==> src/rtl/lsu_pkg.sv <==
// Shared types and helpers for the load/store unit: FSM states, RV32I funct3
// encodings and the two-beat lane mask used for both aligned and split accesses.
package lsu_pkg;

  typedef enum logic [1:0] {S_IDLE, S_BEAT0, S_BEAT1, S_RESP} state_e;

  localparam logic [2:0] F3_B  = 3'b000;
  localparam logic [2:0] F3_H  = 3'b001;
  localparam logic [2:0] F3_W  = 3'b010;
  localparam logic [2:0] F3_BU = 3'b100;
  localparam logic [2:0] F3_HU = 3'b101;

  function automatic logic f3_legal(input logic write, input logic [2:0] f3);
    if (write) return (f3 == F3_B) || (f3 == F3_H) || (f3 == F3_W);
    return (f3 == F3_B) || (f3 == F3_H) || (f3 == F3_W) ||
           (f3 == F3_BU) || (f3 == F3_HU);
  endfunction

  function automatic logic [3:0] size_mask(input logic [1:0] sz);
    case (sz)
      2'b00:   return 4'b0001;
      2'b01:   return 4'b0011;
      default: return 4'b1111;
    endcase
  endfunction

  // Low nibble: lanes of the addressed word; high nibble: lanes spilling into the next word.
  function automatic logic [7:0] lane_mask(input logic [1:0] sz, input logic [1:0] off);
    return {4'b0000, size_mask(sz)} << off;
  endfunction

endpackage

==> src/rtl/lsu_align.sv <==
// Combinational lane logic: store shift/byte enables for up to two beats, and
// load lane select across two words followed by sign/zero extension.
module lsu_align
  import lsu_pkg::*;
(
  input  logic [2:0]  funct3,
  input  logic [1:0]  off,
  input  logic [31:0] st_data,
  output logic [3:0]  be0,
  output logic [3:0]  be1,
  output logic [31:0] wd0,
  output logic [31:0] wd1,
  output logic        split,
  input  logic [31:0] ld_lo,
  input  logic [31:0] ld_hi,
  output logic [31:0] ld_data
);

  logic [7:0]  be;
  logic [63:0] wsh, wmask, rsh;
  logic [31:0] raw;

  always_comb begin
    be    = lane_mask(funct3[1:0], off);
    wsh   = {32'b0, st_data} << {off, 3'b000};
    wmask = '0;
    for (int i = 0; i < 8; i++) wmask[8*i +: 8] = {8{be[i]}};
    // Merge both beat words before extraction so split loads need no special case.
    rsh   = {ld_hi, ld_lo} >> {off, 3'b000};
    raw   = rsh[31:0];
    case (funct3[1:0])
      2'b00:   ld_data = {{24{raw[7]  & ~funct3[2]}}, raw[7:0]};
      2'b01:   ld_data = {{16{raw[15] & ~funct3[2]}}, raw[15:0]};
      default: ld_data = raw;
    endcase
  end

  assign be0   = be[3:0];
  assign be1   = be[7:4];
  assign wd0   = wsh[31:0]  & wmask[31:0];
  assign wd1   = wsh[63:32] & wmask[63:32];
  assign split = |be[7:4];

endmodule

==> src/rtl/lsu.sv <==
// RV32I load/store unit: request handshake, one or two bus beats with wait-state
// tolerance and optional timeout. LSU_MISALIGNED_EN enables split misaligned accesses.
module lsu
  import lsu_pkg::*;
#(
  parameter int ADDR_W  = 32,
  parameter int TIMEOUT = 0
) (
  input  logic              clk,
  input  logic              reset,
  input  logic              req_valid,
  output logic              req_ready,
  input  logic              req_write,
  input  logic [2:0]        req_funct3,
  input  logic [ADDR_W-1:0] req_addr,
  input  logic [31:0]       req_wdata,
  output logic              resp_valid,
  output logic [31:0]       resp_rdata,
  output logic              resp_fault,
  output logic [ADDR_W-3:0] addr,
  output logic              re,
  output logic [3:0]        we,
  output logic [31:0]       wdata,
  input  logic [31:0]       rdata,
  input  logic              bus_ready
);

  localparam int TW = (TIMEOUT < 2) ? 1 : $clog2(TIMEOUT + 1);
  localparam logic [TW-1:0] TO_LAST = TW'((TIMEOUT > 0) ? TIMEOUT - 1 : 0);

  state_e      state;
  logic        wr_q;
  logic [2:0]  f3_q;
  logic [1:0]  off_q;
  logic [31:0] wdat_q, cap0_q;
  logic [TW-1:0] wait_cnt;

  logic        is_idle, accept, legal, go, strobe, beat_done, timed_out, beat_split;
  logic [2:0]  a_f3;
  logic [1:0]  a_off;
  logic [31:0] a_wd, ld_lo, ld_data, wd0, wd1;
  logic [3:0]  be0, be1;
  logic        split;

  // In IDLE the aligner sees the live request so beat 0 can launch on the accept edge.
  assign is_idle = (state == S_IDLE);
  assign a_f3    = is_idle ? req_funct3    : f3_q;
  assign a_off   = is_idle ? req_addr[1:0] : off_q;
  assign a_wd    = is_idle ? req_wdata     : wdat_q;
  assign ld_lo   = (state == S_BEAT1) ? cap0_q : rdata;

  lsu_align u_align (
    .funct3 (a_f3),
    .off    (a_off),
    .st_data(a_wd),
    .be0    (be0),
    .be1    (be1),
    .wd0    (wd0),
    .wd1    (wd1),
    .split  (split),
    .ld_lo  (ld_lo),
    .ld_hi  (rdata),
    .ld_data(ld_data)
  );

  assign req_ready = reset && is_idle;
  assign accept    = req_valid && req_ready;
  assign legal     = f3_legal(req_write, req_funct3);
`ifdef LSU_MISALIGNED_EN
  assign go         = legal;
  assign beat_split = split;
`else
  assign go         = legal && !split;
  assign beat_split = 1'b0;
`endif
  assign strobe    = re || (|we);
  assign beat_done = strobe && bus_ready;
  assign timed_out = (TIMEOUT > 0) && strobe && !bus_ready && (wait_cnt == TO_LAST);

  always_ff @(posedge clk or negedge reset) begin
    if (!reset) begin
      state      <= S_IDLE;
      wr_q       <= 1'b0;
      f3_q       <= '0;
      off_q      <= '0;
      wdat_q     <= '0;
      cap0_q     <= '0;
      wait_cnt   <= '0;
      resp_valid <= 1'b0;
      resp_fault <= 1'b0;
      resp_rdata <= '0;
      addr       <= '0;
      re         <= 1'b0;
      we         <= '0;
      wdata      <= '0;
    end else begin
      resp_valid <= 1'b0;
      resp_fault <= 1'b0;
      resp_rdata <= '0;
      case (state)
        S_IDLE: if (accept) begin
          wr_q     <= req_write;
          f3_q     <= req_funct3;
          off_q    <= req_addr[1:0];
          wdat_q   <= req_wdata;
          wait_cnt <= '0;
          if (go) begin
            state <= S_BEAT0;
            addr  <= req_addr[ADDR_W-1:2];
            re    <= !req_write;
            we    <= req_write ? be0 : 4'b0000;
            wdata <= req_write ? wd0 : 32'b0;
          end else begin
            state      <= S_RESP;
            resp_valid <= 1'b1;
            resp_fault <= 1'b1;
          end
        end
        S_BEAT0, S_BEAT1: begin
          if (beat_done) begin
            wait_cnt <= '0;
            if (state == S_BEAT0 && beat_split) begin
              state  <= S_BEAT1;
              cap0_q <= rdata;
              addr   <= addr + 1'b1;
              we     <= wr_q ? be1 : 4'b0000;
              wdata  <= wr_q ? wd1 : 32'b0;
            end else begin
              state      <= S_RESP;
              addr       <= '0;
              re         <= 1'b0;
              we         <= '0;
              wdata      <= '0;
              resp_valid <= 1'b1;
              resp_rdata <= wr_q ? 32'b0 : ld_data;
            end
          end else if (timed_out) begin
            // Abandon the access, including any beat not yet issued.
            state      <= S_RESP;
            wait_cnt   <= '0;
            addr       <= '0;
            re         <= 1'b0;
            we         <= '0;
            wdata      <= '0;
            resp_valid <= 1'b1;
            resp_fault <= 1'b1;
          end else if (TIMEOUT > 0) begin
            wait_cnt <= wait_cnt + 1'b1;
          end
        end
        default: state <= S_IDLE;
      endcase
    end
  end

endmodule

==> config.mk <==
export PLATFORM = sky130hd
export DESIGN_NAME = lsu
export DESIGN_NICKNAME = d
export VERILOG_FILES = /design/src/rtl/lsu_pkg.sv /design/src/rtl/lsu_align.sv /design/src/rtl/lsu.sv
export SDC_FILE = /design/constraint.sdc
export NUM_CORES = 1
export LEC_CHECK = 0
export CAP_MARGIN = 20
export CORE_ASPECT_RATIO = 1.5
export CORE_MARGIN = 2
export CORE_UTILIZATION = 44
export DETAILED_ROUTE_END_ITERATION = 16
export GPL_TIMING_DRIVEN = 0
export PLACE_DENSITY = 0.74
export SYNTH_ARGS = -nofsm -noshare
export SYNTH_HDL_FRONTEND = slang
export SYNTH_HIERARCHICAL = 1
export SYNTH_SLANG_ARGS = --single-unit
==> constraint.sdc <==
create_clock -name clk -period 3.75 [get_ports clk]
set_input_delay 0.9375 -clock clk [delete_from_list [all_inputs] [get_ports clk]]
set_output_delay 0.9375 -clock clk [all_outputs]
set_load 0.01 [all_outputs]
==> metrics list, run 1 <==
- Drt initial violations: 319
- Cell type of the slowest stage on the worst timing path: sky130_fd_sc_hd__clkdlybuf4s50_1
- Cell area power density: 771 nW/um2
- Maximum number of pins on one net before global-route repair: 85
* Number of buffers and inverters on the critical path: 3
- Pre-antenna DRT Iters: 5
- The die is 112 um wide.
* Avg Vias per Cell: 5.55
- Data on the critical path is required at its endpoint by 2.81 ns.
* Peak supply drop: 343 uV
- Antenna viol nets, final: 0
* Critical Path Max Stage Delay: 0.57 ns
- Derived from the worst setup path, the maximum achievable clock frequency is 283 MHz.
- Die Outline Area: 18500 um2
* Max-cap check violation count: 0
* Hold wc startpoint: wdat_q[28]$_DFFE_PN0P_
- The die is 166 um tall.
- The number of nets handed over by synthesis was 753.
* Hold/Removal Path Class: reg -> reg
* Slew Viols, Final: 0
- Critical path fanouts, max: 84
- Final core utilization: 0.618
* Final-layout fill cell count: 1430
- Top Family by Delay on Critical Path: buffers and inverters
- Total leakage power: 4.73 nW
* Sort of element at the start of the critical path: input pin
- Data arrives at the worst endpoint at 2.59 ns.
- The worst path needs 3.53 ns of the cycle, external delays included.
- Starting density of the core: 0.445
* Fraction of layout instances using a drive strength above 1: 0.172
- The synthesized netlist occupies a cell area of 7660 um2.
- Via count of the first global-routing pass: 6423
* Hold violation total from the final report: 0
* Number of sinks driven by the clock tree: 141
* Most frequent standard cell in the layout excluding fill and tap cells: sky130_fd_sc_hd__clkdlybuf4s50_1
- Compared with the post-synthesis result, the final layout area differs by 38.7%.
- Count of mapped cells out of synthesis: 646
- In this run the core area contains 59 standard-cell rows.
* Highest-count cells in the layout ignoring fill and taps: sky130_fd_sc_hd__clkdlybuf4s50_1, sky130_fd_sc_hd__dfrtp_1, sky130_fd_sc_hd__a22o_1
- The number of clock buffers added by TritonCTS is 17.
- The average instance in the mapped netlist occupies 11.9 um2.
- Yosys Warn Count: 6
* DRC Markers: 0
- Clock-pin slew was measured on the worst setup and hold paths at 0.06 ns.
- Of the available clock period, the critical path in the final layout requires 0.942.
- Global-route wire length before repair: 35.6 mm
- The routed design uses 1.06 mm of met3 wire.
- After floorplanning, the core was sized to cover 17200 um2.
- Diode insertion count for antenna repair: 0
- Pin placement for this block handled 206 I/O pins.
- The initial antenna violation count came to 0.
- Max Clock Skew: 0.0158 ns
- Setup violations remaining at the end of the flow were counted as 0.
- Type of element capturing the critical path: output port
- Max-Slew Margin vs Limit: 0.377
- Maximum level of the CTS H-tree: 4
- TritonCTS built the clock tree.
- Walking the worst path, the cells encountered are buf_6, buf_16, and2_1, clkdlybuf4s50_1.
- In this run the top signal layer used is met4.
- Net count, final: 979
- At the pin with the least slew margin, the transition time is 0.930 ns.
- The critical path starts at reset.
* Overall power consumption: 8.19 mW
* Met2 layer wire length in the routed design: 12.0 mm
* Status: finished, final reports clean
- Setup repair after global routing left no endpoint under its margin.
- Dividing the detail-routed wire length by the instance count gives 20.4 um.
- Final wirelength: 22.4 mm
- Global route total overflow: 0
- Category of the critical setup timing path: in -> out
- Final weighted congestion in routability-driven placement: 0.906
* Vias post-DR: 6097
- In the global route stage, overall resource usage came out at 0.246.
- The worst register-to-register path begins at state[0]$_DFFE_PN0P_.
- Later-pin clock latency in the skew report: 0.42 ns
* Count of hold-fix buffers inserted at cts: 0
* Detailed-routing wirelength on met1: 8.67 mm
* Final HPWL DP: 16.7 mm
* Number of buffers added on ports: 205
- Maximum root-to-sink buffer count: 2
- Root buf cell: sky130_fd_sc_hd__clkbuf_16
- Across all hold checks on the routed design, the worst slack comes to 0.485 ns.
## routing by layer
layer	global-route usage	up-vias
met5	0	-
met1	0.292	3018
met2	0.443	258
met4	0.0945	0
met3	0.0399	43
li1	-	2778
## sequential cells by signal (all words and copies together) (netlist names), 2 cells and up
register and flops:
we 4, resp_rdata 32, off_q 2, f3_q 3
addr 30, wdata 32, state 2, wdat_q 32
## timing repair
| item | in CTS | in global routing |
|---|---|---|
| buffers inserted | 0 | 3 |
| pin swaps | 0 | 1 |
| setup endpoints to repair | 61 | 66 |
| resized for setup | 5 | 2 |
## path summary, 6_finish.rpt
kind                                           to  slack (ns)  depth (start not counted)
setup / recovery                        req_ready        0.22                          4
hold / removal             wdat_q[28]$_DFFE_PN0P_        0.48                          1
setup reg to reg             addr[22]$_DFFE_PN0P_        0.25                         16
hold reg to reg            wdat_q[28]$_DFFE_PN0P_        0.48                          1
max in group asynchronous   wdata[16]$_DFFE_PN0P_        2.44                          2
min in group asynchronous    addr[27]$_DFFE_PN0P_        0.51                          1
## through the flow
stage,instances,setup WS (ns),TNS [ns],cell area [um2]
2_1_floorplan,646,0.589,0,7660
3_3_place_gp,1064,-4.47,-1019.51,9980
3_5_place_dp,1065,-0.280,-14.38,10000
4_1_cts,1097,0.0143,0,10600
5_1_grt,1098,0.00639,0,10600
6_report,1098,0.218,0,10600
## cell type report
type	count	area [um2]	area share
flip-flops and latches	141	3530	0.332
clock buffers	18	429	0.0404
repair buffers	209	2100	0.198
well taps	213	267	0.0251
clock inverters	14	159	0.0150
inverters	7	26.3	0.00247
plain buffers	54	434	0.0409
multi-input cells	442	3680	0.346
## power breakdown
group / total, mW / switching (mW) / internal (mW)
combinational: 4.46 / 2.38 / 2.08
clock: 1.69 / 0.698 / 0.996
sequential: 2.04 / 0.178 / 1.86
total: 8.19 / 3.25 / 4.94
(Power assumes the default switching activity.)
==> inputs of run 2 (changes only) <==
--- a/config.mk
+++ b/config.mk
@@ -6,12 +6,14 @@
 export NUM_CORES = 1
 export LEC_CHECK = 0
 export CAP_MARGIN = 20
+export CELL_PAD_IN_SITES_DETAIL_PLACEMENT = 1
+export CELL_PAD_IN_SITES_GLOBAL_PLACEMENT = 1
 export CORE_ASPECT_RATIO = 1.5
 export CORE_MARGIN = 2
-export CORE_UTILIZATION = 44
+export CORE_UTILIZATION = 39
 export DETAILED_ROUTE_END_ITERATION = 16
 export GPL_TIMING_DRIVEN = 0
-export PLACE_DENSITY = 0.74
+export PLACE_DENSITY = 0.83
 export SYNTH_ARGS = -nofsm -noshare
 export SYNTH_HDL_FRONTEND = slang
 export SYNTH_HIERARCHICAL = 1
==> constraint.sdc (replaced) <==
create_clock -name clk -period 3.75 [get_ports clk]
set_input_delay 0.9375 -clock clk [delete_from_list [all_inputs] [get_ports clk]]
set_output_delay 0.9375 -clock clk [all_outputs]
set_load 0.1 [all_outputs]
==> metrics list, run 2 (synthesis gave the netlist of run 1 again) <==
- Status: finished, final reports clean
- Net count, final: 978 (-0.10%)
* Number of antenna violations at the first check in global routing: 0 (unchanged)
* Leading registers by flop count: resp_rdata: 32 flops, wdat_q: 32 flops, wdata: 32 flops
- The clock insertion delay at the later pin of the skew report was 0.43 ns (about the same).
* Count of endpoints failing setup in the final report: 0 (unchanged)
- Core region area: 19200 um2 (+12%)
- The register-to-register path setup slack came to 0.20 ns (-0.05 ns).
- Pre-antenna DRT Iters: 5 (unchanged)
* Cell type of the slowest stage on the worst timing path: sky130_fd_sc_hd__clkdlybuf4s15_2
* Final wirelength: 25.5 mm (+14%)
- The hold violation total from the final report came to 0 (unchanged).
- STA classifies the critical path endpoint as an output port.
- The die width is 118 um (+6.0%).
* Combined global-route utilization of all metal layers: 0.252 (+0.00562)
* Total leakage power: 4.72 nW (about the same)
- Routed WL per cell: 22.4 um (+9.6%)
- The first-pass GRT wire length is 39.7 mm (+12%).
* Avg Vias per Cell: 5.45 (-1.9%)
- Maximum number of pins on one net before global-route repair: 76 (-11%)
- Category of the critical setup timing path: in -> out
* Diode insertion count for antenna repair: 0 (unchanged)
- The number of top-level pins came to 206 (unchanged).
- The post-place instance area was 10100 um2 (+0.54%).
- The number of CTS-inserted buffers is 17 (unchanged).
* Number of sinks driven by the clock tree: 141 (unchanged)
* Max-cap check violation count: 0 (unchanged)
- Clock-pin slew on the worst setup and hold paths: 0.06 ns (about the same)
* Root buf cell: sky130_fd_sc_hd__clkbuf_16
- Maximum root-to-sink buffer count: 2 (unchanged)
- The measured slew at the worst slew-check pin came to 1.03 ns (+0.105 ns).
* Std-Cell Rows: 62 (+5.1%)
- The post-route DRC violation count is 0 (unchanged).
- Number of buffers added on ports: 205 (unchanged)
- The peak supply drop was 343 uV (+0.26%).
- The share of the cycle needed by the critical path after routing came to 0.949 (+0.00720).
- The arrival time of data at the critical path endpoint came to 2.62 ns (+0.03 ns).
- The accumulated negative setup slack is 0 ns (unchanged).
* Slew Viols, Final: 0 (unchanged)
- The number of DRC markers after the initial detailed-route iteration came to 309 (-3.1%).
- Layout Area Growth over Synthesis: 39.6%
* Min cycle time layout: 3.56 ns (+0.0270 ns)
* Highest clock frequency the design can meet: 281 MHz (-0.76%)
- The hold-fix buffer count after cts came to 0 (unchanged).
- Cell area power density: 866 nW/um2 (+12%)
- Final core utilization: 0.556 (-0.0619)
* Max-Slew Margin vs Limit: 0.308 (-0.0685)
* Die Ht: 176 um (+6.1%)
- Hold_ws: 0.471 ns (-0.0135 ns)
- Final standard cell area without fillers: 10700 um2 (+0.65%)
- The H-tree level count was 4 (unchanged).
- The largest fanout on the critical path came to 75 (-11%).
- Fraction of layout instances using a drive strength above 1: 0.173 (+0.00133)
- Max Clock Skew: 0.00927 ns (-0.00648 ns)
- The residual overflow from global routing was 0 (unchanged).
- The initial core utilization came to 0.398 (-0.0472).
* Hold/Removal Path Class: in -> async
* Critical Path RT: 2.81 ns (about the same)
* Via count of the first global-routing pass: 6813 (+6.1%)
* Final HPWL DP: 19.0 mm (+14%)
- The library cell used most frequently in the layout, excluding fill and tap cells, is sky130_fd_sc_hd__clkdlybuf4s50_1.
- The worst setup path is launched from an input pin.
- The signal on the critical path passes through buf_8, buf_16, and2_1, clkdlybuf4s15_2.
- The area of the die was 20800 um2 (+12%).
- RSZ-0062 raised after global routing: false
- Highest-count cells in the layout ignoring fill and taps: sky130_fd_sc_hd__clkdlybuf4s50_1, sky130_fd_sc_hd__dfrtp_1, sky130_fd_sc_hd__a22o_1
- The remaining antenna violation count came to 0 (unchanged).
- The number of cell instances on the worst register-to-register path is 16 (unchanged).
- The total power is 9.27 mW (+13%).
- TritonCTS built the clock tree.
* Final weighted congestion in routability-driven placement: 0.872 (-3.8%)
- Critical Path Max Stage Delay: 0.59 ns (+0.02 ns)
* Vias post-DR: 6209 (+1.8%)
## run 2: critical path, delay by kind of cell
family / cells / cell delay, ns
AND/OR/NAND/NOR: 1 / 0.27
buffers and inverters: 3 / 1.35
## run 2: power by group
| group | leakage [nW] | switching (mW) | internal (mW) |
|---|---|---|---|
| combinational | 2.55 | 3.38 | 2.08 |
| sequential | 1.89 | 0.185 | 1.86 |
| clock | 0.288 | 0.695 | 1.06 |
## run 2: area by class of cell
type	count	area (um2)
fill	2077	8540
multi-input combinational	442	3680
sequential	141	3530
timing repair buffer	208	2100
clock buffer	18	439
buffer	54	434
tap	256	320
clock inverter	14	166
inverter	7	26.3
## run 2: path summary, 6_finish.rpt
| kind | startpoint | end |
|---|---|---|
| max in group asynchronous | reset | wdat_q[14]$_DFFE_PN0P_ |
| min reg2reg | off_q[0]$_DFFE_PN0P_ | off_q[0]$_DFFE_PN0P_ |
| min | reset | addr[19]$_DFFE_PN0P_ |
| min in group clk | off_q[0]$_DFFE_PN0P_ | off_q[0]$_DFFE_PN0P_ |
| max | reset | req_ready |
| max reg2reg | state[0]$_DFFE_PN0P_ | addr[24]$_DFFE_PN0P_ |
## run 2: repair_timing
item / 4_1_cts / 5_1_grt
resized for setup: 8 / 4
setup endpoints to repair: 67 / 61
setup buffers: 2 / 0
pin swaps: 1 / 0
## run 2: through the flow
| step | std cells | worst slack [ns] |
|---|---|---|
| 2_1_floorplan | 646 | 0.588 |
| 3_3_place_gp | 1107 | -5.17 |
| 3_5_place_dp | 1108 | -0.557 |
| 4_1_cts | 1141 | 0.0335 |
| 5_1_grt | 1140 | 0.0252 |
| 6_report | 1140 | 0.191 |
## run 2: layer usage
layer,GRT usage,vias to the layer above,share of wire
li1,-,2777,-
met2,0.465,221,0.55
met5,0,-,0
met1,0.280,3152,0.38
met3,0.0432,59,0.038
met4,0.119,0,0.038
